===== src/rtl/interrupt_ctrl_pkg.sv =====
`default_nettype none
// ============================================================================
// Module      : interrupt_ctrl_pkg
// Description : Shared definitions for the machine-mode interrupt controller.
//               Holds CSR addresses, cause codes, CSR bit positions and FSM
//               state encodings.
// Revision    : 1.0 - initial release
// ============================================================================
package interrupt_ctrl_pkg;

    localparam int          DEF_ADDR_WIDTH   = 32;
    localparam logic [31:0] ZERO             = 32'd0;

    localparam logic [11:0] CSR_MSTATUS      = 12'h300;
    localparam logic [11:0] CSR_MIE          = 12'h304;
    localparam logic [11:0] CSR_MTVEC        = 12'h305;
    localparam logic [11:0] CSR_MEPC         = 12'h341;
    localparam logic [11:0] CSR_MCAUSE       = 12'h342;
    localparam logic [11:0] CSR_MIP          = 12'h344;

    localparam logic [4:0]  CAUSE_MTI        = 5'd7;
    localparam logic [4:0]  CAUSE_MEI_BASE   = 5'd16;

    localparam int          MSTATUS_MIE_BIT  = 3;
    localparam int          MSTATUS_MPIE_BIT = 7;
    localparam int          MIE_MTIE_BIT     = 7;
    localparam int          MIE_MEIE_BASE    = 16;

    typedef enum logic [1:0] {
        ST_IDLE = 2'd0,
        ST_TRAP = 2'd1,
        ST_RET  = 2'd2
    } state_t;

endpackage
`default_nettype wire


===== src/rtl/interrupt_ctrl_irq_prio_enc.sv =====
`default_nettype none
// ============================================================================
// Module      : irq_prio_enc
// Description : Combinational priority encoder over the pending-and-enabled
//               interrupt lines. Timer beats external; lowest external wins.
// Revision    : 1.0 - initial release
// ============================================================================
module irq_prio_enc
    import interrupt_ctrl_pkg::*;
#(
    parameter int NUM_EXT_IRQ = 4
) (
    input  logic                   timer_pend_in,
    input  logic [NUM_EXT_IRQ-1:0] ext_pend_in,
    output logic                   valid_out,
    output logic [4:0]             cause_out
);

    // Scan externals high-to-low so the lowest index is the last to write,
    // then let the timer override everything.
    always_comb begin
        valid_out = 1'b0;
        cause_out = 5'd0;
        for (int i = NUM_EXT_IRQ - 1; i >= 0; i--) begin
            if (ext_pend_in[i]) begin
                valid_out = 1'b1;
                cause_out = CAUSE_MEI_BASE + 5'(i);
            end
        end
        if (timer_pend_in) begin
            valid_out = 1'b1;
            cause_out = CAUSE_MTI;
        end
    end

endmodule
`default_nettype wire


===== src/rtl/interrupt_ctrl.sv =====
`default_nettype none
// ============================================================================
// Module      : interrupt_ctrl
// Description : Machine-mode interrupt controller. Holds mstatus/mie/mip/
//               mtvec/mepc/mcause, takes timer and external interrupts and
//               raises a one-cycle redirect on trap entry or mret.
//               Optional macro INTERRUPT_VECTORED_EN enables vectored mode
//               (mtvec[1:0]==2'b01 -> base + 4*cause).
// Revision    : 1.0 - initial release
// ============================================================================
module interrupt_ctrl
    import interrupt_ctrl_pkg::*;
#(
    parameter int ADDR_WIDTH  = DEF_ADDR_WIDTH,
    parameter int NUM_EXT_IRQ = 4
) (
    input  logic                   clk_in,
    input  logic                   reset_in,
    input  logic                   timer_irq_in,
    input  logic [NUM_EXT_IRQ-1:0] ext_irq_in,
    input  logic                   stall_in,
    input  logic                   mret_in,
    input  logic [ADDR_WIDTH-1:0]  pc_of_epc_in,
    input  logic                   csr_we_in,
    input  logic [11:0]            csr_addr_in,
    input  logic [ADDR_WIDTH-1:0]  csr_wdata_in,
    output logic [ADDR_WIDTH-1:0]  csr_rdata_out,
    output logic                   interrupt_en_out,
    output logic [ADDR_WIDTH-1:0]  isr_pc_out
);

    state_t                   state_q, state_d;
    logic                     st_mie_q, st_mie_d;
    logic                     st_mpie_q, st_mpie_d;
    logic                     mtie_q, mtie_d;
    logic [NUM_EXT_IRQ-1:0]   meie_q, meie_d;
    logic [ADDR_WIDTH-1:0]    mtvec_q, mtvec_d;
    logic [ADDR_WIDTH-1:0]    mepc_q, mepc_d;
    logic [ADDR_WIDTH-1:0]    mcause_q, mcause_d;

    logic                     w_irq_valid;
    logic [4:0]               w_irq_cause;
    logic                     w_take;
    logic [ADDR_WIDTH-1:0]    w_vec_pc;
    logic                     w_unused;

    // mepc is word aligned, so the low PC bits are never stored
    assign w_unused = &{1'b0, pc_of_epc_in[1:0]};

    irq_prio_enc #(
        .NUM_EXT_IRQ (NUM_EXT_IRQ)
    ) u_prio_enc (
        .timer_pend_in (timer_irq_in & mtie_q),
        .ext_pend_in   (ext_irq_in & meie_q),
        .valid_out     (w_irq_valid),
        .cause_out     (w_irq_cause)
    );

    assign w_take = (state_q == ST_IDLE) && st_mie_q && w_irq_valid && !stall_in;

    // Next state: software CSR writes first, hardware trap/return updates override
    always_comb begin
        state_d   = state_q;
        st_mie_d  = st_mie_q;
        st_mpie_d = st_mpie_q;
        mtie_d    = mtie_q;
        meie_d    = meie_q;
        mtvec_d   = mtvec_q;
        mepc_d    = mepc_q;
        mcause_d  = mcause_q;

        if (csr_we_in) begin
            case (csr_addr_in)
                CSR_MSTATUS: begin
                    st_mie_d  = csr_wdata_in[MSTATUS_MIE_BIT];
                    st_mpie_d = csr_wdata_in[MSTATUS_MPIE_BIT];
                end
                CSR_MIE: begin
                    mtie_d = csr_wdata_in[MIE_MTIE_BIT];
                    meie_d = csr_wdata_in[MIE_MEIE_BASE +: NUM_EXT_IRQ];
                end
`ifdef INTERRUPT_VECTORED_EN
                CSR_MTVEC:  mtvec_d = csr_wdata_in;
`else
                CSR_MTVEC:  mtvec_d = {csr_wdata_in[ADDR_WIDTH-1:2], 2'b00};
`endif
                CSR_MEPC:   mepc_d   = {csr_wdata_in[ADDR_WIDTH-1:2], 2'b00};
                CSR_MCAUSE: mcause_d = csr_wdata_in;
                default: ;
            endcase
        end

        case (state_q)
            ST_IDLE: begin
                if (w_take) begin
                    state_d   = ST_TRAP;
                    mepc_d    = {pc_of_epc_in[ADDR_WIDTH-1:2], 2'b00};
                    mcause_d  = {1'b1, {(ADDR_WIDTH-6){1'b0}}, w_irq_cause};
                    st_mpie_d = st_mie_q;
                    st_mie_d  = 1'b0;
                end else if (mret_in) begin
                    state_d = ST_RET;
                end
            end
            ST_TRAP: state_d = ST_IDLE;
            ST_RET: begin
                state_d   = ST_IDLE;
                st_mie_d  = st_mpie_q;
                st_mpie_d = 1'b1;
            end
            default: state_d = ST_IDLE;
        endcase
    end

    // State and CSR registers with synchronous active-low reset
    always_ff @(posedge clk_in) begin
        if (!reset_in) begin
            state_q   <= ST_IDLE;
            st_mie_q  <= 1'b0;
            st_mpie_q <= 1'b0;
            mtie_q    <= 1'b0;
            meie_q    <= '0;
            mtvec_q   <= '0;
            mepc_q    <= '0;
            mcause_q  <= '0;
        end else begin
            state_q   <= state_d;
            st_mie_q  <= st_mie_d;
            st_mpie_q <= st_mpie_d;
            mtie_q    <= mtie_d;
            meie_q    <= meie_d;
            mtvec_q   <= mtvec_d;
            mepc_q    <= mepc_d;
            mcause_q  <= mcause_d;
        end
    end

    // Trap vector from mtvec; vectored mode offsets by the latched cause
    always_comb begin
        w_vec_pc = {mtvec_q[ADDR_WIDTH-1:2], 2'b00};
`ifdef INTERRUPT_VECTORED_EN
        if (mtvec_q[1:0] == 2'b01) begin
            w_vec_pc = {mtvec_q[ADDR_WIDTH-1:2], 2'b00}
                     + (ADDR_WIDTH'(mcause_q[4:0]) << 2);
        end
`endif
    end

    // Redirect outputs decoded from the current state
    always_comb begin
        interrupt_en_out = 1'b0;
        isr_pc_out       = '0;
        case (state_q)
            ST_TRAP: begin
                interrupt_en_out = 1'b1;
                isr_pc_out       = w_vec_pc;
            end
            ST_RET: begin
                interrupt_en_out = 1'b1;
                isr_pc_out       = mepc_q;
            end
            default: ;
        endcase
    end

    // Combinational CSR read mux; unmapped addresses read 0
    always_comb begin
        csr_rdata_out = '0;
        case (csr_addr_in)
            CSR_MSTATUS: begin
                csr_rdata_out[MSTATUS_MIE_BIT]  = st_mie_q;
                csr_rdata_out[MSTATUS_MPIE_BIT] = st_mpie_q;
            end
            CSR_MIE: begin
                csr_rdata_out[MIE_MTIE_BIT]                  = mtie_q;
                csr_rdata_out[MIE_MEIE_BASE +: NUM_EXT_IRQ]  = meie_q;
            end
            CSR_MTVEC:  csr_rdata_out = mtvec_q;
            CSR_MEPC:   csr_rdata_out = mepc_q;
            CSR_MCAUSE: csr_rdata_out = mcause_q;
            CSR_MIP: begin
                csr_rdata_out[MIE_MTIE_BIT]                  = timer_irq_in;
                csr_rdata_out[MIE_MEIE_BASE +: NUM_EXT_IRQ]  = ext_irq_in;
            end
            default: ;
        endcase
    end

endmodule
`default_nettype wire


===== config.mk =====
export PLATFORM = sky130hd
export DESIGN_NAME = interrupt_ctrl
export DESIGN_NICKNAME = d
export VERILOG_FILES = /design/src/rtl/interrupt_ctrl_pkg.sv /design/src/rtl/interrupt_ctrl_irq_prio_enc.sv /design/src/rtl/interrupt_ctrl.sv
export SDC_FILE = /design/constraint.sdc
export NUM_CORES = 1
export LEC_CHECK = 0
export ABC_CLOCK_PERIOD_IN_PS = 7280
export CELL_PAD_IN_SITES_DETAIL_PLACEMENT = 0
export CELL_PAD_IN_SITES_GLOBAL_PLACEMENT = 1
export CORE_MARGIN = 4
export CORE_UTILIZATION = 35
export DETAILED_ROUTE_END_ITERATION = 7
export GPL_TIMING_DRIVEN = 0
export PLACE_DENSITY_LB_ADDON = 0.1
export SETUP_SLACK_MARGIN = 0.2
export SLEW_MARGIN = 20
export SYNTH_ARGS = -nofsm -noshare
export SYNTH_HDL_FRONTEND = slang
export SYNTH_HIERARCHICAL = 1
export SYNTH_SLANG_ARGS = --single-unit

===== constraint.sdc =====
create_clock -name clk_in -period 7.28 [get_ports clk_in]
set_clock_uncertainty 0.15 [all_clocks]
set_input_delay 2.184 -clock clk_in [delete_from_list [all_inputs] [get_ports clk_in]]
set_output_delay 2.184 -clock clk_in [all_outputs]
set_load 0.1 [all_outputs]

== Yosys cells after proc, flatten, opt, wreduce, memory -nomap -nowiden ==
Index checks and enable logic that the tools add are counted.
W data, S select, Z words.

* Bits in registers: 103
* Input port bits: 86
* Output and inout bits: 65
* Word-level logic and storage cells: 69

* Equal/unequal tests: 8
* Muxes and demuxes: 37
* Bitwise operators: 4
* Reduce and logical (&&, ||, !) cells: 11

{| class="wikitable"
|+ Operator list
! operator !! number
|-
| $mux W32 || 8
|-
| $eq A12 B10 Y1 const B || 6
|-
| $pmux W32 S2 || 1
|-
| $pmux W12 S3 || 1
|-
| $mux W5 || 5
|-
| $pmux W8 S3 || 1
|-
| $pmux W4 S5 || 1
|-
| $pmux W3 S3 || 2
|-
| $mux W1 || 14
|-
| $pmux W1 S6 || 1
|-
| $reduce_and A2 Y1 || 3
|-
| $and A4 B4 Y4 || 1
|-
| $pmux W1 S2 || 2
|-
| $pmux W1 S4 || 1
|-
| $logic_and A1 B1 Y1 || 3
|-
| $reduce_or A3 Y1 || 1
|-
| $eq A2 B1 Y1 const B || 1
|-
| $eq A2 B2 Y1 const B || 1
|-
| $logic_not A2 Y1 || 1
|-
| $not A1 Y1 || 2
|-
| $reduce_bool A2 Y1 || 1
|-
| $reduce_or A2 Y1 || 1
|-
| $and A1 B1 Y1 || 1
|-
| $logic_not A1 Y1 || 1
|}

== Longest topological paths before layout ==
Gate-level depths: netlist of the first run.

* Depth after elaboration: 10
* Gate-level depth with buffers: 7
* Gate-level depth less buffers: 6

== Modules after synthesis ==
Netlist of the first run, hierarchy kept.

{| class="wikitable"
|+ Modules (own cells, without submodules)
! module !! times used !! cells an instance !! area each (sq um) !! sequential area each (sq um)
|-
| interrupt_ctrl || 1 || 703 || 5263.8 || 2062.0
|-
| irq_prio_enc || 1 || 12 || 72.6 || 0.0
|}

== Worst setup path before layout of the first run ==
Ideal clock, no wire load.

* Kind: input to output
* Start: input csr_addr_in[2]
* End: output csr_rdata_out[16]
* Data arrival time: 4.376 ns
* Data required time: 4.946 ns
* Slack: 0.570 ns
* Cell stages on the path: 5
* Path through: clkbuf_1 > nor2b_1 > a22oi_1 > a2bb2oi_1 > o22ai_1

* Word-level cells in the longest chain between the ends: 2
* Elaborated cells on any way between the ends: 6
* Those cells by class: 5 x eq/ne; 1 x mux

{| class="wikitable"
|+ RTL lines
! element !! RTL line !! source
|-
| start: declaration || interrupt_ctrl.sv:25 || <nowiki>input logic [11:0] csr_addr_in,</nowiki>
|-
| $eq A12 B10 Y1 || interrupt_ctrl.sv:169 || <nowiki>case (csr_addr_in)</nowiki>
|-
| $pmux W4 S5 * || interrupt_ctrl.sv:169 ||
|-
| end: declaration || interrupt_ctrl.sv:27 || <nowiki>output logic [ADDR_WIDTH-1:0] csr_rdata_out,</nowiki>
|}

Every way passes the cells marked *; elsewhere a longest branch is shown, timed or not.

== Worst setup path in the final report of the first run ==
* Start: input csr_addr_in[2]
* End: output csr_rdata_out[12]

* Word-level cells in the longest chain between the ends: 2
* Elaborated cells on any way between the ends: 4
* Those cells by class: 3 x eq/ne; 1 x mux

{| class="wikitable"
|+ RTL lines
! element !! RTL line
|-
| $eq A12 B10 Y1 || interrupt_ctrl.sv:169
|-
| $pmux W8 S3 * || interrupt_ctrl.sv:169
|}

Marks and branches as above.

==> results.toml, run 1 <==
[synthesis]
avgSynthCellArea_um2 = 7.46
syn_nets = 804
synthTopCellsByArea = "dfxtp_1 (39%), nand2_1 (15%), a22oi_1 (8.2%), o21ai_0 (6.2%), nor2b_1 (4.5%)"
synth_edf_count = 0
yosys-top-cells-count = "nand2_1 (207), dfxtp_1 (103), o21ai_0 (66)"
netlist_area_um2 = 5340
synth_area_leader_cell = "dfxtp_1"
synth.top_cell.area_share = 0.386
synth_cell_types = 49
yosys_warnings = 6
synthCells = 715
synth-seq-cells = 103
yosysSeqAreaShare = 0.386
yosys.cell_count.top_type = "nand2_1"
async_flop_share = 0
ys.flop_type = "dfxtp_1"

[critical_path]
crit_top_cell = "buf_2"
cp-end-kind = "output port"
path_cells = "clkdlybuf4s50_1 -> clkbuf_1 -> and4bb_2 -> and3_1 -> buf_2 -> buf_2 -> a22oi_1 -> nand2_1 -> buf_4"
critPathSlowestCell = "and4bb_2"
cp_num_buf_inv = 5
crit_path_max_fanout = 10
crit_path_max_incr_delay_ns = 0.45
critPathTopFamily = "buffers and inverters"
worst_ep_required_time_ns = 4.95
critPathArrivalTime_ns = 4.60
critPathLaunchType = "input pin"
crit_type = "in -> out"

[clock_network]
ctsLongestPathBuffers = 2
cts_tree = "built"
cts.sinks = 103
htreeDepth = 3
cts_made_buffers = 9
clock_latency_ns = 0.36
root_buffer = "clkbuf_16"
clk_pin_slew_worst_paths_ns = 0.07

[run]
drv_cap = 0

[power]
power.clock.fraction = 0.402
leakagePower_uw = 0.00254
power_frac_seq = 0.495
p_sw_uw = 280
p_per_area_nw_per_um2 = 157
intPower_uw = 862
ir_worst_vdd_uv = 112
swShare = 0.245
combPwrFrac = 0.103

[timing]
worst_hold_slack_ns = 0.308
fin_tns_setup_ns = 0
period_minus_slack_ns = 6.94
fin_crit_sh = 0.953
relSlewSlack = 0.333
finalSetupViolCount = 0
finalHoldViolCount = 0
maxSlewViolCount = 0
tightest_slew_ns = 0.997
rsz0062_at_grt = "no"
timing.fmax_mhz = 144

[routing]
finalWirelength_um = 21600
first_pass_iters = 5
drtIter0Drc = 531
routed.top_layer = "met4"
drt-met1-wl_um = 9600
avgViaCountPerCell = 5.64
drtAntennaViolNets = 0
wl_met3_um = 1510
dr_wl_met2_um = 10200
drc = 0
vias = 6010
wl_per_cell_um = 20.3

[die]
die_h_um = 131
io-pin-count = 151
start_util = 0.362
rows = 44
fp.dieArea_um2 = 17300
dieWidth_um = 131
core-area_um2 = 14800

[finish]
nets = 965
multi_input_area_um2 = 2970
n_antenna_cell = 0
layout-drive-gt1-share = 0.0919
area_growth_pct = 36.6
final_area_um2 = 7290
n_fill_cell = 1496
ff_latch_area_um2 = 2060

[placed_design]
place.gp.congestion = 0.858
dpl.hpwl_um = 15800
placement.io_buffers = 148
dpl-instance-area_um2 = 7050

[global_routing]
grt_max_degree = 17
antenna_found_initial = 0
grt_pass1_wl_um = 34000
grt.total_usage = 0.248
grt.overflow.total = 0
first_global_vias = 6070

[run_status]
status = "finished clean"

[hold_path]
hp-class = "reg -> reg"
worst min-delay path, stage by stage (launching register included):
cell and delay (ns):
dfxtp_1 0.31, nand2_1 0.05, a21oi_1 0.05
sequential cells by signal, summed over array words and instances, names as in the netlist:
register	flops
mcause_q	32
meie_q	4
mepc_q	32
mtie_q	1
mtvec_q	30
st_mie_q	1
st_mpie_q	1
state_q	2
kinds of logic (layout without fill, tap and decap cells):
| family | count (synthesis) | count (layout) | synth area share |
|---|---|---|---|
| DFF | 103 | 103 | 0.386 |
| other | 1 | 1 | 0.000703 |
| and+or+nand+nor | 319 | 319 | 0.283 |
| AOI/OAI and AO/OA | 207 | 207 | 0.242 |
| adders and majority gates | 3 | 3 | 0.00703 |
| muxes | 12 | 12 | 0.0227 |
| buffers and inverters | 70 | 236 | 0.0581 |
power by group through the flow:
stage / combinational, uW / sequential, uW / clock [uW]
floorplan: 40.2 / 578 / 0
global placement: 115 / 578 / 0
detailed placement: 115 / 578 / 0
CTS: 116 / 565 / 464
global route: 126 / 565 / 489
finish: 118 / 565 / 459
per-stage QoR:
step	setup WS [ns]	utilization	instances	total power, uW
after detailed placement	-0.778	0.478	1047	694
after global routing	0.205	0.494	1065	1180
after CTS	0.211	0.494	1063	1150
after floorplan	0.570	-	715	618
after global placement	-0.744	0.478	1047	693
final	0.342	0.494	1065	1140
cells in the final DEF, fill, tap and decap left out, types with 9 or more instances in the layout:
cell type and count:
a21oi_1 26, a22oi_1 58, a31oi_1 36, buf_2 16, buf_4 24, clkbuf_1 41
clkbuf_16 9, clkdlybuf4s50_1 116, dfxtp_1 103, mux2i_1 11, nand2_1 207, nand3_1 32
nor2b_1 38, o21ai_0 66
path summary, 6_finish.rpt:
check,startpoint,endpoint,slack (ns),cells past startpoint
max,csr_addr_in[2],csr_rdata_out[12],0.34,9
min,mcause_q[5],mcause_q[5],0.31,2
min reg2reg,mcause_q[5],mcause_q[5],0.31,2
max reg2reg,meie_q[3],mepc_q[26],4.70,6
cell type report:
class | count | area share
multi-input combinational | 542 | 0.407
sequential | 103 | 0.283
timing repair buffer | 150 | 0.197
buffer | 65 | 0.0408
clock buffer | 11 | 0.0333
tap | 184 | 0.0316
clock inverter | 5 | 0.00463
inverter | 5 | 0.00257
layer usage:
| layer | vias up | global-route usage |
|---|---|---|
| li1 | 2830 | - |
| met1 | 2882 | 0.325 |
| met2 | 273 | 0.414 |
| met3 | 25 | 0.0550 |
| met4 | 0 | 0.0653 |
| met5 | - | 0 |
what timing repair did:
item | in CTS | in global routing
pin swaps | 0 | 1
gates cloned | 0 | 0
gates resized for setup | 151 | 16
setup buffers | 0 | 2
hold buffers | 0 | 0
setup endpoints to repair | 32 | 31
Power figures use the tool's default switching activity.
==> run 2, diff against run 1 <==
--- a/config.mk
+++ b/config.mk
@@ -8,10 +8,12 @@
 export ABC_CLOCK_PERIOD_IN_PS = 7280
 export CELL_PAD_IN_SITES_DETAIL_PLACEMENT = 0
 export CELL_PAD_IN_SITES_GLOBAL_PLACEMENT = 1
-export CORE_MARGIN = 4
+export CORE_MARGIN = 10
 export CORE_UTILIZATION = 35
+export CTS_BUF_LIST = sky130_fd_sc_hd__clkbuf_8
 export DETAILED_ROUTE_END_ITERATION = 7
 export GPL_TIMING_DRIVEN = 0
+export MAX_ROUTING_LAYER = met4
 export PLACE_DENSITY_LB_ADDON = 0.1
 export SETUP_SLACK_MARGIN = 0.2
 export SLEW_MARGIN = 20
==> results.toml, run 2 (synthesis gave the netlist of run 1 again) <==
[routing]
drc = 0
drtIter0Drc = 455
drtAntennaViolNets = 0
dr_wl_met2_um = 10600
vias = 6036
finalWirelength_um = 22700
first_pass_iters = 5
drt-met1-wl_um = 9860
wl_met3_um = 1680
wl_per_cell_um = 21.3
avgViaCountPerCell = 5.66
routed.top_layer = "met4"

[run_status]
status = "finished clean"

[placed_design]
place.gp.congestion = 0.897
dpl.hpwl_um = 16800
placement.io_buffers = 148
dpl-instance-area_um2 = 7050

[clock_network]
clock_latency_ns = 0.39
cts_tree = "built"
root_buffer = "clkbuf_8"
clk_pin_slew_worst_paths_ns = 0.09
ctsLongestPathBuffers = 2
htreeDepth = 3
cts_made_buffers = 9
cts_hold_buf = 0
cts.sinks = 103

[critical_path]
crit_top_cell = "buf_2"
crit_path_max_fanout = 10
crit_type = "in -> out"
cp_num_cells = 9
cp-end-kind = "output port"
r2r_cells = 6
crit_path_max_incr_delay_ns = 0.47
critPathLaunchType = "input pin"
worst_ep_required_time_ns = 4.95
cp_num_buf_inv = 5
critPathSlowestCell = "clkdlybuf4s50_1"
critPathTopFamily = "buffers and inverters"
path_cells = "clkdlybuf4s50_1 -> nor4bb_1 -> clkbuf_1 -> and3_1 -> buf_2 -> buf_2 -> a22oi_1 -> nand2_1 -> clkbuf_4"
critPathArrivalTime_ns = 4.67

[global_routing]
antenna_found_initial = 0
grt.overflow.total = 0
grt_pass1_wl_um = 34100
grt_max_degree = 16
first_global_vias = 6071
grt.total_usage = 0.222

[die]
core-area_um2 = 15100
dieWidth_um = 143
die_h_um = 143
fp.dieArea_um2 = 20600
io-pin-count = 151
start_util = 0.354
rows = 45

[power]
ir_worst_vdd_uv = 97.3
p_per_area_nw_per_um2 = 145
leakagePower_uw = 0.00249
p_total_uw = 1040

[finish]
layout-drive-gt1-share = 0.0900
reg_top3 = "mcause_q: 32 flops, mepc_q: 32 flops, mtvec_q: 30 flops"
final_area_um2 = 7200
layout_commonest_cell = "nand2_1"
n_antenna_cell = 0
final_cell_mix = "nand2_1 (207), clkdlybuf4s50_1 (116), dfxtp_1 (103)"
nets = 965
area_growth_pct = 34.9

[timing]
timing.fmax_mhz = 143
period_minus_slack_ns = 7.00
fin_crit_sh = 0.962
finalHoldViolCount = 0
maxSlewViolCount = 0
finalSetupViolCount = 0
tightest_slew_ns = 0.993
relSlewSlack = 0.336
rsz0062_at_grt = "yes"

[run]
drv_cap = 0

[hold_path]
hp-class = "reg -> reg"
holdPathStages = 2
## run 2: where the power goes
part	internal [uW]	total, uW	switching [uW]
Clock	153	359	206
Sequential	564	565	1.03
Combinational	57.0	117	60.5
## run 2: repair_timing
action / CTS / global route
endpoints found under the setup margin: 32 / 27
resized for setup: 150 / 17
buffers inserted: 2 / 0
pin swaps: 1 / 0
## run 2: final timing paths
check / start / to / slack (ns)
max reg2reg: meie_q[3] / mepc_q[23] / 4.72
max: csr_addr_in[8] / csr_rdata_out[12] / 0.28
min reg2reg: mcause_q[30] / mcause_q[30] / 0.31
min: mcause_q[30] / mcause_q[30] / 0.31
## run 2: area by class of cell
cell class / count / area, um2
repair buffers: 150 / 1440
clock inverters: 4 / 50.0
well taps: 188 / 235
clock buffers: 9 / 124
flip-flops and latches: 103 / 2060
fillers: 1537 / 7890
multi-input cells: 542 / 2970
plain buffers: 65 / 300
inverters: 5 / 18.8
## run 2: worst register-to-register path, cell delays in order (launching register included)
cell      delay, ns
dfxtp_1        0.34
and2_1         0.19
nor4_2         0.36
nand2_1        0.15
nand4b_1       0.39
clkbuf_1       0.65
a31oi_1        0.18
## run 2: layer usage
layer	vias to the layer above	track usage
met5	-	-
met4	0	0.0838
met3	37	0.0531
met2	263	0.351
met1	2907	0.271
li1	2829	-
## run 2: per-stage QoR
step                      utilization  TNS [ns]  hold WS, ns  setup slack, ns  std cells
after global placement          0.467    -18.71        0.291           -0.829       1051
after detailed placement        0.467    -19.58        0.298           -0.863       1051
final                           0.477         0        0.309            0.277       1066
after CTS                       0.477         0        0.311           0.0608       1066
after global routing            0.477         0        0.330            0.172       1066
after floorplan                     -         0        0.286            0.570        715
